--- src/rtl/fp4_pkg.sv ---
// FP4 (E2M1) shared definitions.
// Field widths, special codes, rounding thresholds and packer states.
package fp4_pkg;

  localparam int FP4_W   = 4;
  localparam int FP4_E_W = 2;
  localparam int FP4_M_W = 1;

  localparam logic [FP4_W-1:0] FP4_ZERO    = 4'b0000;
  localparam logic [2:0]       FP4_MAX_MAG = 3'b111;

  // Grid midpoints and max, in units of 0.25
  localparam int Q_T0  = 1;   // 0.25
  localparam int Q_T1  = 3;   // 0.75
  localparam int Q_T2  = 5;   // 1.25
  localparam int Q_T3  = 7;   // 1.75
  localparam int Q_T4  = 10;  // 2.5
  localparam int Q_T5  = 14;  // 3.5
  localparam int Q_T6  = 20;  // 5.0
  localparam int Q_MAX = 24;  // 6.0

  typedef enum logic {
    PK_EMPTY,
    PK_HALF
  } pk_state_t;

  // Quarter-unit constant scaled to a 4x magnitude with frac bits
  function automatic int fp4_thr(int q, int frac);
    return q << frac;
  endfunction

endpackage

--- src/rtl/fp4_encode.sv ---
// Fixed-point to E2M1 encoder.
// Round to nearest, ties to even mantissa, saturating at 6.0.
module fp4_encode
  import fp4_pkg::*;
#(
  parameter int IN_W = 16,
  parameter int FRAC = 8
) (
  input  logic [IN_W-1:0]  din,
  output logic [FP4_W-1:0] code,
  output logic             sat
);

  localparam int MW = IN_W + 3;

  localparam logic [MW-1:0] T0 = MW'(fp4_thr(Q_T0, FRAC));
  localparam logic [MW-1:0] T1 = MW'(fp4_thr(Q_T1, FRAC));
  localparam logic [MW-1:0] T2 = MW'(fp4_thr(Q_T2, FRAC));
  localparam logic [MW-1:0] T3 = MW'(fp4_thr(Q_T3, FRAC));
  localparam logic [MW-1:0] T4 = MW'(fp4_thr(Q_T4, FRAC));
  localparam logic [MW-1:0] T5 = MW'(fp4_thr(Q_T5, FRAC));
  localparam logic [MW-1:0] T6 = MW'(fp4_thr(Q_T6, FRAC));
  localparam logic [MW-1:0] TM = MW'(fp4_thr(Q_MAX, FRAC));

  logic            neg;
  logic [IN_W:0]   xe;
  logic [IN_W:0]   mag;
  logic [MW-1:0]   mag4;
  logic [2:0]      mc;

  // Magnitude in 4x units so all midpoints are integers; <= ties
  // round down to even m, < ties round up to even m.
  always_comb begin
    neg  = din[IN_W-1];
    xe   = {din[IN_W-1], din};
    mag  = neg ? (~xe + 1'b1) : xe;
    mag4 = {mag, 2'b00};
    sat  = mag4 > TM;
    if (mag4 <= T0)      mc = 3'b000;
    else if (mag4 < T1)  mc = 3'b001;
    else if (mag4 <= T2) mc = 3'b010;
    else if (mag4 < T3)  mc = 3'b011;
    else if (mag4 <= T4) mc = 3'b100;
    else if (mag4 < T5)  mc = 3'b101;
    else if (mag4 <= T6) mc = 3'b110;
    else                 mc = FP4_MAX_MAG;
    code = (mc == 3'b000) ? FP4_ZERO : {neg, mc};
  end

endmodule

--- src/rtl/fp4_quant_packer.sv ---
// Streaming fixed-point to FP4 quantizer.
// Packs two codes per byte, counts saturated samples.
module fp4_quant_packer
  import fp4_pkg::*;
#(
  parameter int IN_W  = 16,
  parameter int FRAC  = 8,
  parameter int CNT_W = 16
) (
  input  logic             clk,
  input  logic             rst_n,
  input  logic [IN_W-1:0]  s_data,
  input  logic             s_valid,
  output logic             s_ready,
  input  logic             s_last,
  output logic [7:0]       m_data,
  output logic             m_valid,
  input  logic             m_ready,
  output logic             m_last,
  output logic [CNT_W-1:0] sat_count,
  input  logic             cnt_clr
);

  localparam logic [CNT_W-1:0] CNT_MAX = '1;

  pk_state_t        state;
  pk_state_t        state_nxt;
  logic [FP4_W-1:0] code;
  logic             sat;
  logic [FP4_W-1:0] held;
  logic             acc;
  logic             load;
  logic             hold;
  logic [7:0]       byte_nxt;

  assign s_ready = !m_valid || m_ready;
  assign acc     = s_valid && s_ready;

  fp4_encode #(
    .IN_W(IN_W),
    .FRAC(FRAC)
  ) u_enc (
    .din (s_data),
    .code(code),
    .sat (sat)
  );

  // Packer state register
  always_ff @(posedge clk or negedge rst_n) begin
    if (!rst_n) state <= PK_EMPTY;
    else        state <= state_nxt;
  end

  // Packer next state
  always_comb begin
    state_nxt = state;
    unique case (state)
      PK_EMPTY: if (acc && !s_last) state_nxt = PK_HALF;
      PK_HALF:  if (acc)            state_nxt = PK_EMPTY;
      default:                      state_nxt = PK_EMPTY;
    endcase
  end

  // Packer actions: hold low nibble or emit a byte
  always_comb begin
    load     = 1'b0;
    hold     = 1'b0;
    byte_nxt = {FP4_ZERO, code};
    unique case (state)
      PK_EMPTY: begin
        load = acc && s_last;
        hold = acc && !s_last;
      end
      PK_HALF: begin
        load     = acc;
        byte_nxt = {code, held};
      end
      default: ;
    endcase
  end

  // Held low nibble
  always_ff @(posedge clk or negedge rst_n) begin
    if (!rst_n)    held <= FP4_ZERO;
    else if (hold) held <= code;
  end

  // Output register; holds while stalled
  always_ff @(posedge clk or negedge rst_n) begin
    if (!rst_n) begin
      m_data  <= 8'h00;
      m_last  <= 1'b0;
      m_valid <= 1'b0;
    end else if (load) begin
      m_data  <= byte_nxt;
      m_last  <= s_last;
      m_valid <= 1'b1;
    end else if (m_ready) begin
      m_valid <= 1'b0;
    end
  end

  // Saturation event counter; clear beats increment
  always_ff @(posedge clk or negedge rst_n) begin
    if (!rst_n)
      sat_count <= '0;
    else if (cnt_clr)
      sat_count <= '0;
    else if (acc && sat && sat_count != CNT_MAX)
      sat_count <= sat_count + 1'b1;
  end

endmodule

--- config.mk ---
export PLATFORM = sky130hd
export DESIGN_NAME = fp4_quant_packer
export DESIGN_NICKNAME = d
export VERILOG_FILES = /design/src/rtl/fp4_pkg.sv /design/src/rtl/fp4_encode.sv /design/src/rtl/fp4_quant_packer.sv
export SDC_FILE = /design/constraint.sdc
export NUM_CORES = 1
export LEC_CHECK = 0
export ABC_AREA = 0
export ABC_CLOCK_PERIOD_IN_PS = 3000
export BUFFER_PORTS_ARGS = -buffer_cell sky130_fd_sc_hd__clkbuf_2
export CORE_MARGIN = 3
export CORE_UTILIZATION = 55
export DETAILED_ROUTE_END_ITERATION = 10
export PLACE_DENSITY = 0.8
export SLEW_MARGIN = 20
export SYNTH_ARGS = -nofsm -noshare
export SYNTH_HDL_FRONTEND = slang
export SYNTH_SLANG_ARGS = --single-unit
--- constraint.sdc ---
create_clock -name clk -period 3 [get_ports clk]
set_input_delay 0.6 -clock clk [delete_from_list [all_inputs] [get_ports clk]]
set_output_delay 0.6 -clock clk [all_outputs]
set_load 0.02 [all_outputs]
# Word level (Yosys, flattened, before mapping)
# Index checks and enable logic that the tools add are counted.
[op_classes] order_cmp=8 n_eq_ne=1 bitwise=2 muxes=19 reduce_logical=11 add_sub_neg=2
[ops] op="$mux W16" n=2
[ops] op="$gt A19 B13 Y1 const B" n=1
[ops] op="$le A19 B11 Y1 const B" n=1
[ops] op="$le A19 B12 Y1 const B" n=1
[ops] op="$le A19 B13 Y1 const B" n=1
[ops] op="$le A19 B9 Y1 const B" n=1
[ops] op="$lt A19 B10 Y1 const B" n=1
[ops] op="$lt A19 B11 Y1 const B" n=1
[ops] op="$lt A19 B12 Y1 const B" n=1
[ops] op="$mux W3" n=6
[ops] op="$add A17 B1 Y17 const B" n=1
[ops] op="$mux W17" n=1
[ops] op="$not A17 Y17" n=1
[ops] op="$add A16 B1 Y16 const B" n=1
[ops] op="$ne A16 B16 Y1 const B" n=1
[ops] op="$mux W8" n=1
[ops] op="$mux W1" n=6
[ops] op="$logic_and A1 B1 Y1" n=5
[ops] op="$mux W4" n=1
[ops] op="$pmux W1 S2" n=2
[ops] op="$reduce_bool A2 Y1" n=2
[ops] op="$logic_not A3 Y1" n=1
[ops] op="$logic_not A1 Y1" n=2
[ops] op="$logic_or A1 B1 Y1" n=1
[ops] op="$not A1 Y1" n=1
[word_totals] ff_bits=31 inputBits=22

# Longest topological paths before layout
[depth] depth_word=14 ltp_mapped=12 mapped_depth_nobuf=10

# Modules after synthesis
# From an unflattened synthesis, not the netlist that was laid out.
[unflattened] cells_unflattened=223 area_unflattened_um2=2153.3
[by_module_without_submodules] module="fp4_quant_packer" instances=1 area_per_inst_um2=1569.0 cells_per_inst=145 seq_area_each_um2=775.7
[by_module_without_submodules] module="fp4_encode" instances=1 area_per_inst_um2=584.3 cells_per_inst=78 seq_area_each_um2=0.0

# Worst setup path after synthesis
# No wires, ideal clock.
[synth_timing] path_type="input to register" startpoint="input port s_data[0]" endpoint="register sat_count[12]" t_arrival_ns=2.684 cell_stages=10 n_path_buf=1 required_ns=2.873 setup_ns=0.127 setup_slack_ns=0.188 path_cell_list="inv_1 ha_1 clkbuf_1 nand4_1 mux2i_2 a2111oi_4 a31oi_4 and2_1 and3_1 mux2_1"
[synth_between] elab_chain_cells=7
[synth_lines] item="start: declaration" line="fp4_quant_packer.sv:12" text="input logic [IN_W-1:0] s_data,"
[synth_lines] item="$not A17 Y17" line="fp4_encode.sv:36" text="mag = neg ? (~xe + 1'b1) : xe;"
[synth_lines] item="$add A17 B1 Y17" line="fp4_encode.sv:36"
[synth_lines] item="$mux W17 (*)" line="fp4_encode.sv:36"
[synth_lines] item="$gt A19 B13 Y1 (*)" line="fp4_encode.sv:38" text="sat = mag4 > TM;"
[synth_lines] item="$logic_and A1 B1 Y1 (*) (2 in a row)" line="fp4_quant_packer.sv:109" text="else if (acc && sat && sat_count != CNT_MAX)"
[synth_lines] item="$reduce_bool A2 Y1 (no line) (*)"
[synth_lines] item="end signal: assignment" line="fp4_quant_packer.sv:110" text="sat_count <= sat_count + 1'b1;"
[synth_lines] item="end: declaration" line="fp4_quant_packer.sv:20" text="output logic [CNT_W-1:0] sat_count,"
# Mark *: on every way between the ends. The rest lies on a longest branch, timed or not.
# A chain may end at the register's enable or synchronous reset.

# Worst setup path after layout
[layout_timing] startpoint="input port s_data[5]" endpoint="register held[0]"
[layout_between] elab_chain_cells=13 elab_cells_between_ends=19 cone_classes="add/sub: 1; order compare: 7; mux: 9; bitwise: 1; reduce/logical: 1"
[layout_lines] item="$not A17 Y17" line="fp4_encode.sv:36"
[layout_lines] item="$add A17 B1 Y17" line="fp4_encode.sv:36"
[layout_lines] item="$mux W17 (*)" line="fp4_encode.sv:36"
[layout_lines] item="$le A19 B13 Y1" line="fp4_encode.sv:45" text="else if (mag4 <= T6) mc = 3'b110;"
[layout_lines] item="$mux W1" line="fp4_encode.sv:45"
[layout_lines] item="$mux W3" line="fp4_encode.sv:44" text="else if (mag4 < T5) mc = 3'b101;"
[layout_lines] item="$mux W3" line="fp4_encode.sv:43" text="else if (mag4 <= T4) mc = 3'b100;"
[layout_lines] item="$mux W3" line="fp4_encode.sv:42" text="else if (mag4 < T3) mc = 3'b011;"
[layout_lines] item="$mux W3" line="fp4_encode.sv:41" text="else if (mag4 <= T2) mc = 3'b010;"
[layout_lines] item="$mux W3" line="fp4_encode.sv:40" text="else if (mag4 < T1) mc = 3'b001;"
[layout_lines] item="$mux W3 (*)" line="fp4_encode.sv:39" text="if (mag4 <= T0) mc = 3'b000;"
[layout_lines] item="$logic_not A3 Y1" line="fp4_encode.sv:47" text="code = (mc == 3'b000) ? FP4_ZERO : {neg, mc};"
[layout_lines] item="$mux W4 (*)" line="fp4_encode.sv:47"
[layout_lines] item="end signal: assignment" line="fp4_quant_packer.sv:85" text="else if (hold) held <= code;"
[layout_lines] item="end: declaration" line="fp4_quant_packer.sv:30" text="logic [FP4_W-1:0] held;"
# Marks and branches as above.

==> impl_metrics.json <==
{
  "drt_pass1_iterations": 4,
  "fin_util_pct": 72.2,
  "grt_max_degree": 32,
  "finish.instance_area_mm2": 0.00278,
  "grt_pass1_vias": 2069,
  "cp-end-kind": "flip-flop",
  "ant_nets": 0,
  "yosys.area.top_type_share_pct": 33.5,
  "synth_nets": 282,
  "dp_hpwl_um": 4240,
  "ys_seq_area_share_pct": 33.5,
  "clock-root-buffer": "clkbuf_8",
  "path_clk_slew_ns": 0.07,
  "critPathLaunchType": "input port",
  "criticalPathCategory": "input port to flip-flop",
  "cap_violations": 0,
  "die_width_um": 70.9,
  "required_ns": 3.22,
  "hold_buffers": 0,
  "synth_top_cell_by_area": "dfrtp_1",
  "syn_inst": 258,
  "ys_types": 64,
  "p_per_area_mw_per_mm2": 433,
  "p_leak_nw": 1.25,
  "cts_max_level": 2,
  "netlist_top_cells_count": "dfrtp_1, nor2_1, nand2_1, o21ai_0",
  "cts_tree": "yes",
  "dominantRegCellSynth": "dfrtp_1",
  "setup-tns-final_ns": 0,
  "finalHoldViolations": 0,
  "core_region_area_mm2": 0.00385,
  "cts.path.max_buffers": 2,
  "min_period_ns": 2.91,
  "worst-path-buf-inv": 1,
  "port_buffers": 48,
  "ir_drop_mv": 0.348,
  "post-cts-setup-buffers": 0,
  "antenna_found_initial": 0,
  "setup_viol": 0,
  "vias_per_cell": 6.15,
  "async_flop_share_pct": 100,
  "synth_edf_count": 0,
  "drt_iter0_drc": 122,
  "vias": 2250,
  "critical_path.most_common_cell": "nand4_1",
  "io_pins": 49,
  "p_total_mw": 1.21,
  "arrival_ns": 3.13,
  "drive_gt1_share_pct": 30.8,
  "fmax_mhz": 344,
  "numCtsBuffers": 5,
  "skew_ns": 0.00429,
  "drv_slew": 0,
  "cp_top_family": "simple AND/OR/NAND/NOR gates",
  "status": "complete, no violations",
  "yosysWarningCount": 0,
  "fillCellCount": 308,
  "cpPeakStageDelay_ns": 0.48,
  "max-slew-margin-rel_pct": 49.1,
  "placed_cell_area_mm2": 0.00269,
  "num_rows": 22,
  "grt_util_all_layers_pct": 22.8,
  "r2r_slack_ns": 0.49,
  "gp_congestion": 0.867,
  "post-route-period-util_pct": 97.0,
  "nets": 342,
  "syn_area_mm2": 0.00232,
  "die_area_mm2": 0.00503,
  "ys_ff_latch": 31,
  "worstPathMaxFanout": 8,
  "wirelength_um": 5530,
  "n_antenna_cell": 0,
  "clk_latency_ns": 0.28,
  "yosysMostFrequentCell": "dfrtp_1",
  "hold_path.class": "input port to async pin",
  "multi_input_area_mm2": 0.00146,
  "ff_latch_area_um2": 776,
  "grt_pass1_wl_um": 9430,
  "clock-sinks": 31,
  "chipHeight_um": 70.9,
  "cpMaxStageDelayCell": "nor4_4",
  "crit_chain": "clkbuf_2 -> nor4_4 -> nand4_1 -> mux2i_2 -> a21oi_1 -> nand4_1 -> a21o_1 -> a211oi_1 -> mux2_2",
  "syn_area_per_cell_um2": 8.99,
  "synthTopCellsByArea": "dfrtp_1, nor2_1, nand2_1",
  "avgRoutedWirePerCell_um": 15.1,
  "grt_remaining_overflow": 0,
  "drcViolationCount": 0,
  "initial_utilization_pct": 60.2,
  "max_slew.worst_pin.slew_ns": 0.763,
  "syn_to_final_growth_pct": 20.1
}
## cell families after synthesis
group,share of synthesized area [%]
XOR/XNOR,7.56
AND/OR/NAND/NOR,27.4
adder cells (fa/ha/maj),1.08
flip-flops,33.5
buffers and inverters,3.83
multiplexers,5.23
AO/OA/AOI/OAI,21.5
## per-stage QoR
step	cells	hold WS (ns)	worst slack, ns
4_1_cts	366	0.401	0.198
6_report	366	0.375	0.0910
2_1_floorplan	258	0.304	0.188
5_1_grt	366	0.435	-0.0353
3_3_place_gp	359	0.466	-0.00296
3_5_place_dp	359	0.475	-0.114
## layer usage
| layer | global-route usage (%) | up-vias | share of wire [%] |
|---|---|---|---|
| met4 | 6.05 | 0 | 1.1 |
| met1 | 29.1 | 1086 | 43 |
| met5 | 0 | - | 0 |
| li1 | - | 1091 | - |
| met2 | 39.6 | 67 | 52 |
| met3 | 4.26 | 6 | 4.3 |
## worst register-to-register path, stage by stage, from the launching register on
cell and delay (ns):
dfrtp_1 0.45, and4_1 0.26, and4_1 0.23, and3_1 0.22, a41o_1 0.26, a31oi_4 0.17, nand2_2 0.16, or4_1 0.52
a21oi_1 0.17
## report_power, final
group	switching [mW]	internal [mW]
sequential	0.0405	0.472
combinational	0.220	0.141
clock	0.153	0.180
total	0.413	0.793
## worst paths after layout
check / startpoint / endpoint / depth (start not counted)
min in group clk: m_data[1]$_DFFE_PN0P_ / m_data[1]$_DFFE_PN0P_ / 2
setup reg to reg: sat_count[3]$_DFFE_PN0P_ / sat_count[15]$_DFFE_PN0P_ / 8
hold reg to reg: m_data[1]$_DFFE_PN0P_ / m_data[1]$_DFFE_PN0P_ / 2
setup / recovery: s_data[5] / held[0]$_DFFE_PN0P_ / 9
max in group asynchronous: rst_n / m_data[2]$_DFFE_PN0P_ / 1
hold / removal: rst_n / sat_count[12]$_DFFE_PN0P_ / 1
## final cells by class
cell class | instances | share of cell area [%]
multi-input cells | 208 | 52.4
flip-flops and latches | 31 | 27.9
repair buffers | 67 | 13.8
clock buffers | 6 | 2.97
well taps | 48 | 2.16
inverters | 5 | 0.674
clock inverters | 1 | 0.180
## repair_timing
item / CTS / global route
endpoints found under the hold margin: 0 / 0
endpoints found under the setup margin: 0 / 1
gates resized for setup: 0 / 1
## cells in the final DEF (no fill, tap or decap), drive strengths merged, types with 4 or more instances in the layout
cell type   n
clkbuf     54
dfrtp      31
nor2       25
nand2      25
buf        19
o21ai      13
a21oi      10
nand3       9
xor2        9
nor3        8
and3        8
a31oi       8
xnor2       8
o31ai       7
a211oi      7
nand4       6
mux2        6
inv         5
and2        5
mux2i       5
or4         5
nor2b       4
nor4        4
## registers in the layout, indices dropped and copies added, names as in the netlist
name,count
state,1
held,4
m_data,8
sat_count,16
m_last,1
m_valid,1
No activity file was read; power rests on OpenSTA's default activity.
